==> src/rtl/gf180mcu_fd_sc_mcu9t5v0__icgtn_idle_ctrl.sv <==
// Multi-channel negative-style clock gate with idle hold-off.
// Each channel keeps its gated clock running for IDLE_CYC CLKN cycles after
// its request drops, so short request gaps do not stop and restart the clock.
// Q idles high and follows CLKN low while the channel's latch is set.
module gf180mcu_fd_sc_mcu9t5v0__icgtn_idle_ctrl #(
  parameter int unsigned NCH      = 4,
  parameter int unsigned IDLE_CYC = 8,
  parameter int unsigned CW       = 8
) (
  input  logic           CLKN,
  input  logic           RST,
  input  logic           TE,
  input  logic [NCH-1:0] E,
  output logic [NCH-1:0] Q,
  output logic [NCH-1:0] ACK
);

  typedef enum logic [1:0] {
    ST_OFF  = 2'd0,
    ST_ON   = 2'd1,
    ST_HOLD = 2'd2
  } state_t;

  // Counter load on leaving ON; only meaningful when IDLE_CYC > 0.
  localparam logic [CW-1:0] RELOAD = (IDLE_CYC == 0) ? '0 : CW'(IDLE_CYC - 1);

  state_t         state_q [NCH];
  state_t         state_d [NCH];
  logic [CW-1:0]  cnt_q   [NCH];
  logic [CW-1:0]  cnt_d   [NCH];
  logic [NCH-1:0] en;
  logic [NCH-1:0] gate;
  logic [NCH-1:0] iq;

  // Per-channel request: functional enable or scan/test override.
  always_comb begin
    en = E | {NCH{TE}};
  end

  // State and idle counters, asynchronously cleared.
  always_ff @(posedge CLKN or posedge RST) begin
    if (RST) begin
      for (int unsigned i = 0; i < NCH; i++) begin
        state_q[i] <= ST_OFF;
        cnt_q[i]   <= '0;
      end
    end else begin
      for (int unsigned i = 0; i < NCH; i++) begin
        state_q[i] <= state_d[i];
        cnt_q[i]   <= cnt_d[i];
      end
    end
  end

  // Next-state: OFF -> ON on request, ON -> HOLD (or OFF) on release,
  // HOLD counts down to OFF unless the request returns.
  always_comb begin
    for (int unsigned i = 0; i < NCH; i++) begin
      state_d[i] = state_q[i];
      cnt_d[i]   = cnt_q[i];
      unique case (state_q[i])
        ST_OFF: begin
          if (en[i]) state_d[i] = ST_ON;
        end
        ST_ON: begin
          if (!en[i]) begin
            if (IDLE_CYC == 0) begin
              state_d[i] = ST_OFF;
            end else begin
              state_d[i] = ST_HOLD;
              cnt_d[i]   = RELOAD;
            end
          end
        end
        ST_HOLD: begin
          if (en[i]) begin
            state_d[i] = ST_ON;
          end else if (cnt_q[i] == '0) begin
            state_d[i] = ST_OFF;
          end else begin
            cnt_d[i] = cnt_q[i] - 1'b1;
          end
        end
        default: begin
          state_d[i] = ST_OFF;
          cnt_d[i]   = '0;
        end
      endcase
    end
  end

  // Status and gate request derived from the registered state.
  always_comb begin
    for (int unsigned i = 0; i < NCH; i++) begin
      ACK[i]  = (state_q[i] != ST_OFF);
      gate[i] = (state_q[i] != ST_OFF) | TE;
    end
  end

  // Gating latch: open while CLKN is high so the request settles before the
  // low phase, closed while CLKN is low so a low pulse is never cut short.
  always_latch begin
    if (RST) begin
      iq <= '0;
    end else if (CLKN) begin
      iq <= gate;
    end
  end

  // Gated clock: forced high during CLKN high or when the latch is clear.
  always_comb begin
    Q = {NCH{CLKN}} | ~iq;
  end

endmodule

==> config.mk <==
export PLATFORM = sky130hd
export DESIGN_NAME = gf180mcu_fd_sc_mcu9t5v0__icgtn_idle_ctrl
export DESIGN_NICKNAME = d
export VERILOG_FILES = /design/src/rtl/gf180mcu_fd_sc_mcu9t5v0__icgtn_idle_ctrl.sv
export SDC_FILE = /design/constraint.sdc
export NUM_CORES = 1
export LEC_CHECK = 0
export CAP_MARGIN = 40
export CORE_MARGIN = 5
export CORE_UTILIZATION = 30
export CTS_CLUSTER_DIAMETER = 30
export CTS_CLUSTER_SIZE = 10
export DETAILED_ROUTE_END_ITERATION = 8
export GPL_ROUTABILITY_DRIVEN = 0
export HOLD_SLACK_MARGIN = 0.1
export MAX_ROUTING_LAYER = met4
export SLEW_MARGIN = 10
export SYNTH_ARGS = -nofsm -noshare
export SYNTH_HDL_FRONTEND = slang
export SYNTH_SLANG_ARGS = --single-unit
export TNS_END_PERCENT = 10
==> constraint.sdc <==
create_clock -name CLKN -period 5.3 [get_ports CLKN]
set_input_delay 0.795 -clock CLKN [delete_from_list [all_inputs] [get_ports CLKN]]
set_output_delay 0.795 -clock CLKN [all_outputs]
set_load 0.05 [all_outputs]
* After elaboration in Yosys (flattened, before gate mapping)
Cells that the tools add are included.
** Word-level totals
- Flip-flop bits (word level) :: 40
- Bits in latches :: 4
- Bits of input ports :: 7
** Operators by class
- $add $sub $neg :: 4
- Equality and inequality tests :: 28
- Multiplexer cells :: 40
- Bitwise operators :: 11
- Reduce and logical (&&, ||, !) cells :: 20
** Operator list (number)
- $mux W8 :: 12
- $pmux W8 S3 :: 4
- $logic_not A8 Y1 :: 4
- $mux W2 :: 16
- $ne A2 B2 Y1 const B :: 16
- $sub A8 B1 Y8 const B :: 4
- $pmux W2 S3 :: 4
- $mux W4 :: 4
- $reduce_and A4 Y1 :: 4
- $ne A3 B3 Y1 const B :: 4
- $reduce_and A3 Y1 :: 4
- $eq A2 B1 Y1 const B :: 4
- $eq A2 B2 Y1 const B :: 4
- $logic_not A2 Y1 :: 4
- $or A4 B4 Y4 :: 2
- $reduce_bool A2 Y1 :: 4
- $not A1 Y1 :: 4
- $not A4 Y4 :: 1
- $or A1 B1 Y1 :: 4

* Logic depth before layout (Yosys ltp)
Gate-level depths: netlist of the first run.
- Depth in word-level cells :: 4
- Gate-level depth with buffers :: 8
- Depth with buffers taken out :: 6

==> metrics.md, run 1 <==
| Metric | Value |
|---|---|
| Run status | complete, no violations |
| Drt first pass iters | 4 |
| Post-synth ARST share | between 90% and 100% |
| Transition time of the tightest slew-check pin | between 0.8 and 0.9 ns |
| Source-to-sink clock delay at the later pin of the worst-skew pair | about 0.80 ns |
| Post-Synthesis Cells | approximately 330 |
| Number of enable-type register cells in the synthesized netlist | 0 |
| Slack of the worst reg-to-reg path | 0 ns |
| Storage element area | ~0.0011 sq mm |
| Maximum fanout along the worst path | 8 |
| Crit. End Element | latch |
| Cell count of the worst hold path | 1 |
| Die X | about 110 um |
| Clock tree from TritonCTS | yes |
| Number of global-route vias before repair | 2804 |
| FF-to-FF End | iq[1] |
| Die height | ~110 um |
| Hold Crit Endpoint | cnt_q[31] |
| Post-layout net count | between 300 and 400 |
| Count of port buffers added during placement | 14 |
| Syn_area_per_cell | around 8.7 sq um |
| Placeable core area | around 0.0096 sq mm |
| Number of vias in the routed layout | 2644 |
| Reg2Reg Launch Point | state_q[4] |
| Start point of the worst hold path | cnt_q[31] |
| Vias per cell | between 5 and 6 |
| Total negative slack | 0 ns |
| Number of distinct library cells after synthesis | roughly 60 |
| Area occupied by multi-input gates | roughly 0.0017 sq mm |
| Final number of setup-violating endpoints | 0 |
| Number of maximum-capacitance violations | 0 |
| Starting Density | between 30% and 40% |
| Static leakage | about 1.5 nW |
| Worst setup SP type | flip-flop |
| Clock slew at reported path FFs | about 0.080 ns |
| Total overflow reported by the global router | 0 |
| Arrival time worst endpoint | 1.67 ns |
| Net count after synthesis | between 300 and 400 |
| Synth-to-layout area growth | 21.2% |
| Count of warnings emitted by yosys | 0 |
| Wire length of the first global-routing pass | about 15000 um |
| Final standard cell utilization of the core | 36.8% |
| Final non-filler cell area | roughly 0.0035 sq mm |
| Most used flip-flop cell after synthesis | dfrtp_1 |
| Initial antenna violation count | 1 |
| Setup repair after global routing missed its margin | false |
| Critical path data required time | 1.67 ns |
| Count of routing violations after the opening detailed-route iteration | approximately 210 |
| Number of placed I/O pins | 15 |
| Placement-stage cell area | ~0.0032 sq mm |
| Number of hold violations in the final report | 0 |
| Gr usage total | 17.7% |
| Maximum VDD drop | 335 uV |
| Tightest slew margin relative to the limit | 44.4% |
| Final count of pins violating max slew | 0 |
| Worst reg2reg path depth | 3 |
| Number of synthesized register bits | 44 |
| Detailed-placement wirelength estimate | around 4800 um |
| Total die area | around 0.012 sq mm |
| Number of inserted filler cells in the final layout | 942 |
| Pin count of the biggest net entering global routing | 30 |
| Std-Cell Rows | 36 |
| Clock tree skew after final layout | ~0.28 ns |
| Class of the tightest hold or removal check | reg2reg |
| Pwr per Cell Area | 651 mW/mm^2 |
| Fraction of final layout cells sized beyond drive strength 1 | between 10% and 20% |
| Post-Synthesis Cell Area | between 0.002 and 0.003 sq mm |
| Total wire length after detailed routing | around 7400 um |
| DRC violations left | 0 |
| Post-route antenna net violation count | 0 |
| Wire per inst | around 15 um |
| Crit path kind | reg2latch |
-- registers in the layout (all words and copies together), names as in the netlist --
| register | count |
|---|---|
| cnt_q | 32 |
| iq | 4 |
| state_q | 8 |
-- cells in the mapped netlist (all sizes together) (2+ instances only) --
cell | n | share of area [%]
nand3 | 7 | 1.2
a41oi | 4 | 1.2
dfrtp | 40 | 34
o41ai | 4 | 1.5
mux2i | 2 | 0.69
mux2 | 3 | 1.2
dlxtp | 4 | 2.1
o21a | 2 | 0.52
o211ai | 4 | 1.2
buf | 4 | 1.2
nand2 | 25 | 3.2
nand4b | 2 | 0.60
a211oi | 4 | 1.2
a21oi | 21 | 3.6
a21o | 3 | 0.77
or2 | 3 | 0.64
or4 | 3 | 0.90
or4b | 2 | 0.82
or3 | 4 | 0.86
o22ai | 4 | 1.1
nor4 | 4 | 0.86
nor2 | 26 | 3.4
o2111ai | 3 | 0.90
nor2b | 7 | 1.5
a31o | 2 | 0.60
nand4 | 2 | 0.43
and2 | 5 | 1.1
nor3 | 9 | 1.5
nor4b | 2 | 0.82
o31ai | 7 | 1.8
inv | 27 | 3.5
o21ai | 35 | 6.0
nand2b | 6 | 1.3
ha | 24 | 10
clkbuf | 5 | 0.64
a31oi | 8 | 1.7
nor3b | 3 | 0.77
-- critical path, stage by stage (launching register included) --
cell,delay (ns)
dfrtp_1,0.43
inv_1,0.10
ha_1,0.47
a21oi_1,0.15
-- worst max path at each step --
| stage | start | end | slack (ns) | cells past startpoint |
|---|---|---|---|---|
| 2_1_floorplan | TE | iq[0] | 0 | 3 |
| 5_1_grt | state_q[4] | iq[1] | 0 | 3 |
| 4_1_cts | state_q[4] | iq[1] | 0 | 3 |
| 6_report | state_q[4] | iq[1] | 0 | 3 |
| 3_5_place_dp | TE | iq[2] | 0 | 3 |
| 3_3_place_gp | TE | iq[1] | 0 | 3 |
-- cell usage in the layout, fill, tap and decap left out, drive strengths merged, types with 4 or more instances in the layout --
cell and instances:
a31oi 8, nand2 25, nand3 7, o211ai 4, nor2 26, dlxtp 4, clkbuf 25, inv 27
dfrtp 40, o22ai 4, nor3 9, and2 5, a41oi 4, nor4 4, o41ai 4, clkdlybuf4s50 13
ha 24, a211oi 4, nor2b 7, a21oi 21, nand2b 6, o21ai 35, o31ai 7, or3 4
-- routing by layer --
metal	routed length (um)	GRT usage, %	up-vias
met3	345	9.43	17
met2	3460	23.3	64
met5	0	-	-
met1	3470	20.9	1267
met4	167	10.8	0
li1	-	-	1296
-- timing repair --
| item | in CTS | in global routing |
|---|---|---|
| setup buffers | 0 | 0 |
| hold buffers | 0 | 0 |
| resized for setup | 0 | 1 |
| endpoints found under the setup margin | 0 | 1 |
-- area by class of cell --
type                            count  area share [%]
Multi-Input combinational cell    253            48.0
Inverter                           27            2.87
Timing Repair Buffer               12            3.26
Tap cell                          133            4.72
Antenna cell                        1          0.0709
Clock buffer                       29            10.7
Sequential cell                    44            30.1
Clock inverter                      2           0.284
-- cells by family after synthesis --
kind of cell             synth area share, %
AO/OA/AOI/OAI                           25.1
adder cells (fa/ha/maj)                 10.3
buffers and inverters                   5.33
flip-flops                              34.4
latches                                 2.06
multiplexers                            1.85
AND/OR/NAND/NOR                         20.9
-- per-stage QoR --
stage	instances	total power [mW]	worst slack, ns	hold slack [ns]
after floorplan	333	1.44	0	0.452
after global routing	501	2.57	0	0.524
after CTS	500	2.30	0	0.498
after detailed placement	473	1.71	0	0.481
final	501	2.30	0	0.502
after global placement	473	1.68	0	0.478
-- power breakdown --
part	switching [mW]	total (mW)	internal, mW
clock network	0.261	0.672	0.410
logic	0.683	1.10	0.412
registers	0.114	0.531	0.417
Power figures use the tool's default switching activity.
==> run 2, diff against run 1 <==
Settings changed: RECOVER_POWER set to 25.
==> results of run 2 <==
Final layout, timing and power as in run 1 (identical DEF).
==> run 3, diff against run 2 <==
Settings changed: CORE_UTILIZATION 30 to 35.
==> metrics.md, run 3 (synthesis gave the netlist of run 1 again) <==
| Metric | Value |
|---|---|
| Run status | complete, no violations |
| Vias per cell | 5.48 (+3.8%) |
| FF-to-FF End | iq[1] |
| Transition time of the tightest slew-check pin | 0.843 ns (+0.0100 ns) |
| Number of flip-flops in the largest register | 32 (unchanged) |
| Worst setup SP type | primary input |
| Die height | 101 um (-6.7%) |
| Cell count of the worst hold path | 1 (unchanged) |
| Gr usage total | 15.7% (-2.0 points) |
| Final standard cell utilization of the core | 43.5% (+6.7 points) |
| Tightest slew margin relative to the limit | 43.7% (-0.67 points) |
| Registers with the most flip-flops | cnt_q: 32 flops, state_q: 8 flops, iq: 4 flops |
| Number of placed I/O pins | 15 (unchanged) |
| Count of port buffers added during placement | 14 (unchanged) |
| Crit. End Element | latch |
| Number of buffers inserted to repair setup after CTS | 0 (unchanged) |
| Hold Crit Endpoint | cnt_q[31] |
| Setup repair after global routing missed its margin | false |
| Number of global-route vias before repair | 2572 (-8.3%) |
| Largest register by flop count | cnt_q |
| Start point of the worst hold path | cnt_q[31] |
| Starting Density | 35.6% (+5.3 points) |
| Clock tree from TritonCTS | yes |
| CTS hold repair buffers | 0 (unchanged) |
| Synth-to-layout area growth | 22.1% |
| Initial antenna violation count | 0 (-1) |
| Class of the tightest hold or removal check | reg2reg |
| Crit path kind | in2latch |
| Antenna diodes | 0 (-1) |
| Detailed-placement wirelength estimate | 4530 um (-5.4%) |
| Clock slew at reported path FFs | 0.09 ns (about the same) |
| Total die area | 0.0102 sq mm (-13%) |
| Number of vias in the routed layout | 2585 (-2.2%) |
| Post-layout net count | 396 (unchanged) |
| Static leakage | 1.56 nW (+1.6%) |
| Pwr per Cell Area | 678 mW/mm^2 (+4.0%) |
| Maximum fanout along the worst path | 4 (-4) |
| Drt first pass iters | 4 (unchanged) |
| Source-to-sink clock delay at the later pin of the worst-skew pair | 0.79 ns (about the same) |
| Critical path data required time | 1.53 ns (-0.14 ns) |
| Number of inserted filler cells in the final layout | 803 (-15%) |
| Setup ws final | 0 ns (unchanged) |
| Total wire length after detailed routing | 6600 um (-11%) |
| Placeable core area | 0.00818 sq mm (-15%) |
| Clock tree skew after final layout | 0.276 ns (-0.00619 ns) |
| Slack of the worst reg-to-reg path | 0 ns (unchanged) |
| Fraction of final layout cells sized beyond drive strength 1 | 12.0% (unchanged) |
| Final Power | 2.41 mW (+4.8%) |
| Wire length of the first global-routing pass | 11500 um (-23%) |
| Pin count of the biggest net entering global routing | 25 (-17%) |
| Count of routing violations after the opening detailed-route iteration | 104 (-50%) |
| Worst reg2reg path depth | 3 (unchanged) |
| Wire per inst | 14.0 um (-5.8%) |
| Std-Cell Rows | 33 (-8.3%) |
| Post-CTS Resized | 0 (unchanged) |
| Final count of pins violating max slew | 0 (unchanged) |
| DRC violations left | 0 (unchanged) |
| Arrival time worst endpoint | 1.53 ns (-0.14 ns) |
| Most common library cell in the layout ignoring fill and taps | dfrtp_1 |
| Total negative slack | 0 ns (unchanged) |
| Die X | 101 um (-6.7%) |
| Number of hold violations in the final report | 0 (unchanged) |
| Maximum VDD drop | 287 uV (-14%) |
| Number of maximum-capacitance violations | 0 (unchanged) |
| Total overflow reported by the global router | 0 (unchanged) |
| Final number of setup-violating endpoints | 0 (unchanged) |
| Post-Place Setup Slack | 0 ns (unchanged) |
| Reg2Reg Launch Point | state_q[4] |
| Most frequent cells in the layout | dfrtp_1, o21ai_0, inv_1 |
| Post-route antenna net violation count | 0 (unchanged) |
[run 3: cell count changes in the layout (fill, tap and decap cells not counted), sizes merged]
cell           delta
dlymetal6s2s      -1
clkdlybuf4s50     +1
diode             -1
bufinv            +3
clkinv            -2
clkbuf            -1
[run 3: layout make-up]
class | count | area [sq um] | share of cell area (%)
Clock inverter | 3 | 90.1 | 2.54
Clock buffer | 28 | 360 | 10.1
Timing Repair Buffer | 12 | 115 | 3.24
Multi-Input combinational cell | 253 | 1690 | 47.7
Sequential cell | 44 | 1060 | 29.9
Inverter | 27 | 101 | 2.85
Tap cell | 105 | 131 | 3.70
[run 3: worst max-delay path by stage]
stage	from	to	slack, ns
floorplan	TE	iq[0]	0
global placement	TE	iq[1]	0
detailed placement	TE	iq[2]	0
CTS	TE	iq[2]	0
global route	TE	iq[2]	0
finish	TE	iq[2]	0
[run 3: worst max-delay path, cell delays in order]
cell	delay, ns
clkdlybuf4s50_1	0.50
inv_1	0.10
a21oi_1	0.13
[run 3: per-stage QoR]
| stage | cells | hold slack (ns) | cell area (sq um) |
|---|---|---|---|
| finish | 472 | 0.492 | 3550 |
| global route | 472 | 0.528 | 3550 |
| CTS | 472 | 0.497 | 3550 |
| detailed placement | 445 | 0.483 | 3140 |
| global placement | 445 | 0.480 | 3140 |
| floorplan | 333 | 0.452 | 2910 |
[run 3: where the power goes]
part | internal (mW) | switching, mW
Sequential | 0.417 | 0.109
Combinational | 0.410 | 0.665
Clock | 0.543 | 0.264
[run 3: routing by layer]
layer / up-vias / share of wire (%) / routed length (um) / GRT usage, %
met1: 1193 / 48 / 3190 / 18.4
met4: 0 / 3.8 / 252 / 14.2
li1: 1289 / - / - / -
met2: 72 / 44 / 2880 / 19.7
met5: - / 0 / 0 / -
met3: 31 / 4.3 / 282 / 7.02
